[config.mk]
export PLATFORM = sky130hd
export DESIGN_NAME = mux7_scan_ctrl_flat
export DESIGN_NICKNAME = d
export VERILOG_FILES = /design/src/rtl/mux7_scan_ctrl_pkg.sv /design/src/rtl/mux7_scan_ctrl_if.sv /design/src/rtl/mux7_scan_ctrl_next_ch.sv /design/src/rtl/mux7_scan_ctrl.sv /design/src/flat_wrapper.sv
export SDC_FILE = /design/constraint.sdc
export NUM_CORES = 1
export LEC_CHECK = 0
export BUFFER_PORTS_ARGS = -buffer_cell sky130_fd_sc_hd__buf_2
export CORE_MARGIN = 2
export CORE_UTILIZATION = 40
export DETAILED_ROUTE_END_ITERATION = 7
export GPL_TIMING_DRIVEN = 0
export PLACE_DENSITY = 0.65
export SLEW_MARGIN = 10
export SYNTH_ARGS = -nofsm -noshare
export SYNTH_HDL_FRONTEND = slang
export SYNTH_SLANG_ARGS = --single-unit
export TNS_END_PERCENT = 1
[constraint.sdc]
create_clock -name clk -period 3.03 [get_ports clk]
set_clock_uncertainty 0.05 [all_clocks]
set_input_delay 0.4545 -clock clk [delete_from_list [all_inputs] [get_ports clk]]
set_output_delay 0.4545 -clock clk [all_outputs]
set_load 0.05 [all_outputs]
[src/rtl/mux7_scan_ctrl_pkg.sv]
// rtl/mux7_scan_ctrl_pkg.sv - shared constants and FSM encoding for the mux7 scan sequencer
// Purpose: channel count, select width and scan FSM state type.
// Ports: none (package).
package mux7_scan_ctrl_pkg;

  localparam int NUM_CH = 7;
  localparam int SEL_W  = 3;

  typedef enum logic [1:0] {
    ST_IDLE    = 2'd0,
    ST_SETTLE  = 2'd1,
    ST_CAPTURE = 2'd2,
    ST_DONE    = 2'd3
  } state_t;

endpackage

[src/rtl/mux7_scan_ctrl_if.sv]
// rtl/mux7_scan_ctrl_if.sv - control/sample bundle between scan sequencer and its user
// Purpose: groups the start/done handshake, the mux select/output and the result word.
// Signals:
//   start    scan request (master -> slave)
//   en_mask  channel enable mask, bit i = mux input i (master -> slave)
//   Z        mux output being sampled (master -> slave)
//   Sel      registered mux select (slave -> master)
//   sample   captured channel values (slave -> master)
//   busy     scan in progress (slave -> master)
//   done     one-cycle completion pulse (slave -> master)
//   valid    sample word is stable (slave -> master)
interface mux7_scan_ctrl_if;
  import mux7_scan_ctrl_pkg::*;

  logic              start;
  logic [NUM_CH-1:0] en_mask;
  logic              Z;
  logic [SEL_W-1:0]  Sel;
  logic [NUM_CH-1:0] sample;
  logic              busy;
  logic              done;
  logic              valid;

  modport master (
    output start, en_mask, Z,
    input  Sel, sample, busy, done, valid
  );

  modport slave (
    input  start, en_mask, Z,
    output Sel, sample, busy, done, valid
  );

endinterface

[src/rtl/mux7_scan_ctrl_next_ch.sv]
// rtl/mux7_scan_ctrl_next_ch.sv - priority finder for the next enabled mux channel
// Purpose: returns the lowest enabled channel (first=1) or the lowest enabled
//          channel strictly above cur (first=0).
// Ports:
//   mask   enabled channels
//   cur    current channel
//   first  ignore cur and pick the lowest set bit
//   nxt    selected channel (0 when none found)
//   found  a qualifying channel exists
module mux7_next_ch
  import mux7_scan_ctrl_pkg::*;
(
  input  logic [NUM_CH-1:0] mask,
  input  logic [SEL_W-1:0]  cur,
  input  logic              first,
  output logic [SEL_W-1:0]  nxt,
  output logic              found
);

  // Walk from the top down so the last hit is the lowest qualifying channel.
  always_comb begin
    nxt   = '0;
    found = 1'b0;
    for (int i = NUM_CH - 1; i >= 0; i--) begin
      if (mask[i] && (first || (SEL_W'(i) > cur))) begin
        nxt   = SEL_W'(i);
        found = 1'b1;
      end
    end
  end

endmodule

[src/rtl/mux7_scan_ctrl.sv]
// rtl/mux7_scan_ctrl.sv - round-robin select sequencer and sampler for a 7-to-1 mux
// Purpose: on start, steps Sel through the enabled channels in ascending order,
//          holds each for SETTLE_CYC cycles, captures Z in one capture cycle and
//          assembles the results into a 7-bit word.
// Ports:
//   clk  rising-edge clock
//   rst  asynchronous active-high reset
//   bus  slave side of mux7_scan_ctrl_if (start/en_mask/Z in; Sel/sample/busy/done/valid out)
module mux7_scan_ctrl
  import mux7_scan_ctrl_pkg::*;
#(
  parameter int SETTLE_CYC = 2,
  parameter int CNT_W      = 4
) (
  input  logic            clk,
  input  logic            rst,
  mux7_scan_ctrl_if.slave bus
);

  // Counter value on the last settle cycle; unused when SETTLE_CYC is 0.
  localparam logic [CNT_W-1:0] SETTLE_LAST =
    (SETTLE_CYC == 0) ? '0 : CNT_W'(SETTLE_CYC - 1);

  state_t            state_q, state_d;
  logic [SEL_W-1:0]  sel_q, sel_d;
  logic [NUM_CH-1:0] sample_q, sample_d;
  logic [NUM_CH-1:0] mask_q, mask_d;
  logic [CNT_W-1:0]  cnt_q, cnt_d;
  logic              busy_q, busy_d;
  logic              done_q, done_d;
  logic              valid_q, valid_d;

  logic [SEL_W-1:0]  first_ch;
  logic              first_found;
  logic [SEL_W-1:0]  next_ch;
  logic              next_found;

  // First channel comes from the live mask at start; later channels come from
  // the latched mask so en_mask changes cannot disturb a running scan.
  mux7_next_ch u_first (
    .mask  (bus.en_mask),
    .cur   ('0),
    .first (1'b1),
    .nxt   (first_ch),
    .found (first_found)
  );

  mux7_next_ch u_next (
    .mask  (mask_q),
    .cur   (sel_q),
    .first (1'b0),
    .nxt   (next_ch),
    .found (next_found)
  );

  always_ff @(posedge clk or posedge rst) begin
    if (rst) begin
      state_q  <= ST_IDLE;
      sel_q    <= '0;
      sample_q <= '0;
      mask_q   <= '0;
      cnt_q    <= '0;
      busy_q   <= 1'b0;
      done_q   <= 1'b0;
      valid_q  <= 1'b0;
    end else begin
      state_q  <= state_d;
      sel_q    <= sel_d;
      sample_q <= sample_d;
      mask_q   <= mask_d;
      cnt_q    <= cnt_d;
      busy_q   <= busy_d;
      done_q   <= done_d;
      valid_q  <= valid_d;
    end
  end

  always_comb begin
    state_d = state_q;
    case (state_q)
      ST_IDLE: begin
        if (bus.start) begin
          if (!first_found)         state_d = ST_DONE;
          else if (SETTLE_CYC == 0) state_d = ST_CAPTURE;
          else                      state_d = ST_SETTLE;
        end
      end
      ST_SETTLE: begin
        if (cnt_q == SETTLE_LAST) state_d = ST_CAPTURE;
      end
      ST_CAPTURE: begin
        if (!next_found)          state_d = ST_DONE;
        else if (SETTLE_CYC == 0) state_d = ST_CAPTURE;
        else                      state_d = ST_SETTLE;
      end
      ST_DONE: state_d = ST_IDLE;
      default: state_d = ST_IDLE;
    endcase
  end

  // Next values for the registered outputs. done is raised while in DONE and
  // therefore appears on the cycle after, together with valid.
  always_comb begin
    sel_d    = sel_q;
    sample_d = sample_q;
    mask_d   = mask_q;
    cnt_d    = cnt_q;
    busy_d   = busy_q;
    done_d   = 1'b0;
    valid_d  = valid_q;
    case (state_q)
      ST_IDLE: begin
        if (bus.start) begin
          mask_d   = bus.en_mask;
          sample_d = '0;
          valid_d  = 1'b0;
          if (first_found) begin
            sel_d  = first_ch;
            cnt_d  = '0;
            busy_d = 1'b1;
          end
        end
      end
      ST_SETTLE: begin
        cnt_d = cnt_q + CNT_W'(1);
      end
      ST_CAPTURE: begin
        for (int i = 0; i < NUM_CH; i++) begin
          if (sel_q == SEL_W'(i)) sample_d[i] = bus.Z;
        end
        if (next_found) begin
          sel_d = next_ch;
          cnt_d = '0;
        end else begin
          busy_d = 1'b0;
        end
      end
      ST_DONE: begin
        done_d  = 1'b1;
        valid_d = 1'b1;
      end
      default: ;
    endcase
  end

  assign bus.Sel    = sel_q;
  assign bus.sample = sample_q;
  assign bus.busy   = busy_q;
  assign bus.done   = done_q;
  assign bus.valid  = valid_q;

endmodule

[src/flat_wrapper.sv]
// flat-port wrapper written by rule: the top's interface ports become plain ports
module mux7_scan_ctrl_flat import mux7_scan_ctrl_pkg::*;
#(
  parameter int SETTLE_CYC = 2,
  parameter int CNT_W      = 4
)
  (clk, rst, bus_start, bus_en_mask, bus_Z, bus_Sel, bus_sample, bus_busy, bus_done, bus_valid);
  mux7_scan_ctrl_if bus_i ();
  input  logic clk;
  input  logic rst;
  input wire logic [$bits(bus_i.start)-1:0] bus_start;
  input wire logic [$bits(bus_i.en_mask)-1:0] bus_en_mask;
  input wire logic [$bits(bus_i.Z)-1:0] bus_Z;
  output wire logic [$bits(bus_i.Sel)-1:0] bus_Sel;
  output wire logic [$bits(bus_i.sample)-1:0] bus_sample;
  output wire logic [$bits(bus_i.busy)-1:0] bus_busy;
  output wire logic [$bits(bus_i.done)-1:0] bus_done;
  output wire logic [$bits(bus_i.valid)-1:0] bus_valid;
  assign bus_i.start = bus_start;
  assign bus_i.en_mask = bus_en_mask;
  assign bus_i.Z = bus_Z;
  assign bus_Sel = bus_i.Sel;
  assign bus_sample = bus_i.sample;
  assign bus_busy = bus_i.busy;
  assign bus_done = bus_i.done;
  assign bus_valid = bus_i.valid;
  mux7_scan_ctrl #(.SETTLE_CYC(SETTLE_CYC), .CNT_W(CNT_W)) u_core (.clk(clk), .rst(rst), .bus(bus_i));
endmodule
==> impl_results.md <==
- Num CTS Buffers: 3
- Fillers: 352
- Clock slew at reported path FFs: 0.14 ns
- Yosys synthesis warning count: 0
- Final Cell Area: 0.00162 mm²
- Total Die Area: between 0.004 and 0.005 mm²
- Final setup TNS: 0 ns
- Post-synthesis sequential area ratio: between 40% and 50%
- Placed insts: approximately 210
- HP Class: in2async
- Floorplan row count: 21
- Residual DRC: 0
- Metal3 WL: 112 µm
- CP Launch Type: flip-flop
- Die W: 63.6 µm
- CP Buf/Inv Count: 0
- Fin. max-slew vios: 0
- Post-synth EDFFs: 0
- CTS tree: yes
- Total power: 1.61 mW
- TritonRoute pass-1 iters: 4
- First-pass GRT wire length: 5200 µm
- Drt total wl: around 3200 µm
- Syn Inst Count: between 100 and 150
- Max incr delay on CP: 0.43 ns
- Post-Syn Area per Cell: 10.2 µm²
- Post-DP Area: 0.00159 mm²
- Initial antenna violation count: 0
- Core footprint: around 0.0034 mm²
- Commonest non-fill, non-tap cell in the layout: dfrtp_1
- Root Buffer: clkbuf_4
- Port Buffer Count: 23
- Final Wtd Congestion: approximately 0.8
- Max IR drop VDD: roughly 370 µV
- Pwr per Cell Area: 991 mW/mm²
- Htree depth: 1
- Register area: ~630 µm²
- Vias per inst: around 5.6
- Crit path time final: between 1.5 and 2 ns
- P_leak: 0.780 nW
- DR vias: 1189
- Chip height: between 60 and 70 µm
- Wirelength per Cell: 15.1 µm
- Ant diodes: 0
- Tcrit/Tclk final: 61.1%
- Slew @ Worst Pin: 0.975 ns
- Max clock buf depth: 2
- Synthesized Nets: 152
- Status: finished clean
- Ys flop type: dfrtp_1
- Crit path max-delay family: compound AO/OA/AOI/OAI gates
- Detail Route met2 WL: between 1500 and 2000 µm
- Endpoint type of the worst setup path: flip-flop
- CP Max Fanout: 5
- CTS sink cnt: 25
- Seq cells post-synth: 25
- Clk_lat worst skew: around 0.32 ns
- Area of the multi-input gates: 742 µm²
- Top metal layer carrying routed signals: met4
- Commonest cells after routing, fill and taps aside: dfrtp_1 (25), buf_2 (24), nand2_1 (14)
- Unrepaired setup endpoints after global routing: no
- Netlist cell types: 46
- Final nets: 180
- Critical path class: reg2reg
- Final hold vios: 0
- Final ANT Viol Nets: 0
- Critical Path, Cell by Cell: nor2b_2 -> o311ai_4 -> nand3_2 -> o21ai_4 -> mux2_2
- Vias in the first global route: 1120
- Hold_ws: approximately 0.27 ns
- CP arrival: 2.03 ns
- Post-CTS Hold Fix Bufs: 0
- Max cap viols: 0
- Max-slew headroom: 34.9%
- Syn-to-layout area delta: 14.0%
- Synth Cell Area: 0.00142 mm²
- Largest net degree at the start of global routing: 26
- Worst path slowest cell: dfrtp_1
- Detailed Place HPWL: 2350 µm
- Crit path required time: 3.21 ns
- Postcts setup bufs: 0
- Fmax: 0.540 GHz
- GRT Util Overall: 16.4%
- # IOs: 24
- Cts repair resizes: 0
- Final setup viols: 0
- Non-filler cells, final: 212
- Met1 wire length: 1460 µm
- Post-synth ARST share: 100%
- DRT iter0 DRCs: 62
- Grt ovf: 0
- Share of cells above drive strength 1: 29.5%
- Starting density of the core: 42.3%
==> per-stage QoR <==
stage          utilization (%)  setup WS [ns]
2_1_floorplan                -           1.09
3_3_place_gp              47.4           1.18
3_5_place_dp              47.4           1.15
4_1_cts                   48.2           1.17
5_1_grt                   48.2           1.11
6_report                  48.2           1.18
==> synthesized netlist by cell type (all sizes together) (2+ instances only) <==
master / instances / share of area, %
a21o: 2 / 1.1
a21oi: 2 / 0.70
a22o: 2 / 1.2
a31o: 2 / 1.2
a31oi: 2 / 0.88
and2b: 2 / 1.2
and3: 4 / 1.8
buf: 4 / 2.2
dfrtp: 25 / 44
ha: 2 / 1.8
inv: 6 / 1.6
mux2: 8 / 6.3
nand2: 14 / 3.7
nand2b: 4 / 1.8
nand3: 8 / 3.2
nand3b: 2 / 1.1
nand4: 3 / 2.4
nor2: 10 / 2.8
nor3: 3 / 1.4
nor3b: 3 / 1.6
o21ai: 10 / 4.6
o21bai: 3 / 1.6
o311ai: 4 / 3.7
o31ai: 2 / 1.1
==> registers in the layout, indices dropped and copies added, names as in the netlist <==
register           flops
u_core.bus.Sel         3
u_core.mask_q          6
u_core.cnt_q           4
u_core.state_q         2
u_core.bus.sample      7
u_core.bus.done        1
u_core.bus.valid       1
u_core.bus.busy        1
==> cell families after synthesis <==
group	count (synthesis)	share of synthesized area [%]
DFF	25	44.0
adders and majority gates	2	1.76
buffers and inverters	10	3.78
and+or+nand+nor	59	24.5
AOI/OAI and AO/OA	34	18.9
muxes	9	7.04
==> path summary, 6_finish.rpt <==
kind | from | end | slack [ns] | depth (start not counted)
max | u_core.mask_q[4] | u_core.bus.Sel[2] | 1.18 | 5
min | rst | u_core.state_q[0] | 0.27 | 2
max reg2reg | u_core.mask_q[4] | u_core.bus.Sel[2] | 1.18 | 5
min reg2reg | u_core.bus.valid | u_core.bus.valid | 0.44 | 1
max in group asynchronous | rst | u_core.bus.sample[6] | 2.07 | 2
min in group clk | bus_Z | u_core.bus.sample[3] | 0.32 | 3
==> layout make-up <==
class                      count  area share, %
tap                           46           3.55
buffer                         4           1.93
sequential                    25           38.6
clock buffer                   4           1.62
multi-input combinational    104           45.8
timing repair buffer          23           7.10
inverter                       6           1.39
==> per-layer routing <==
metal	GRT usage, %	up-vias
li1	-	567
met1	21.7	588
met2	26.4	27
met3	2.32	7
met4	7.88	0
met5	0	-
==> power by group <==
part           leakage (nW)  switching (mW)  total (mW)  internal [mW]
sequential            0.321           0.133       0.590          0.457
combinational         0.445           0.542       0.862          0.320
clock                0.0150           0.103       0.155         0.0516
total                 0.780           0.778        1.61          0.828
(Power assumes the default switching activity.)
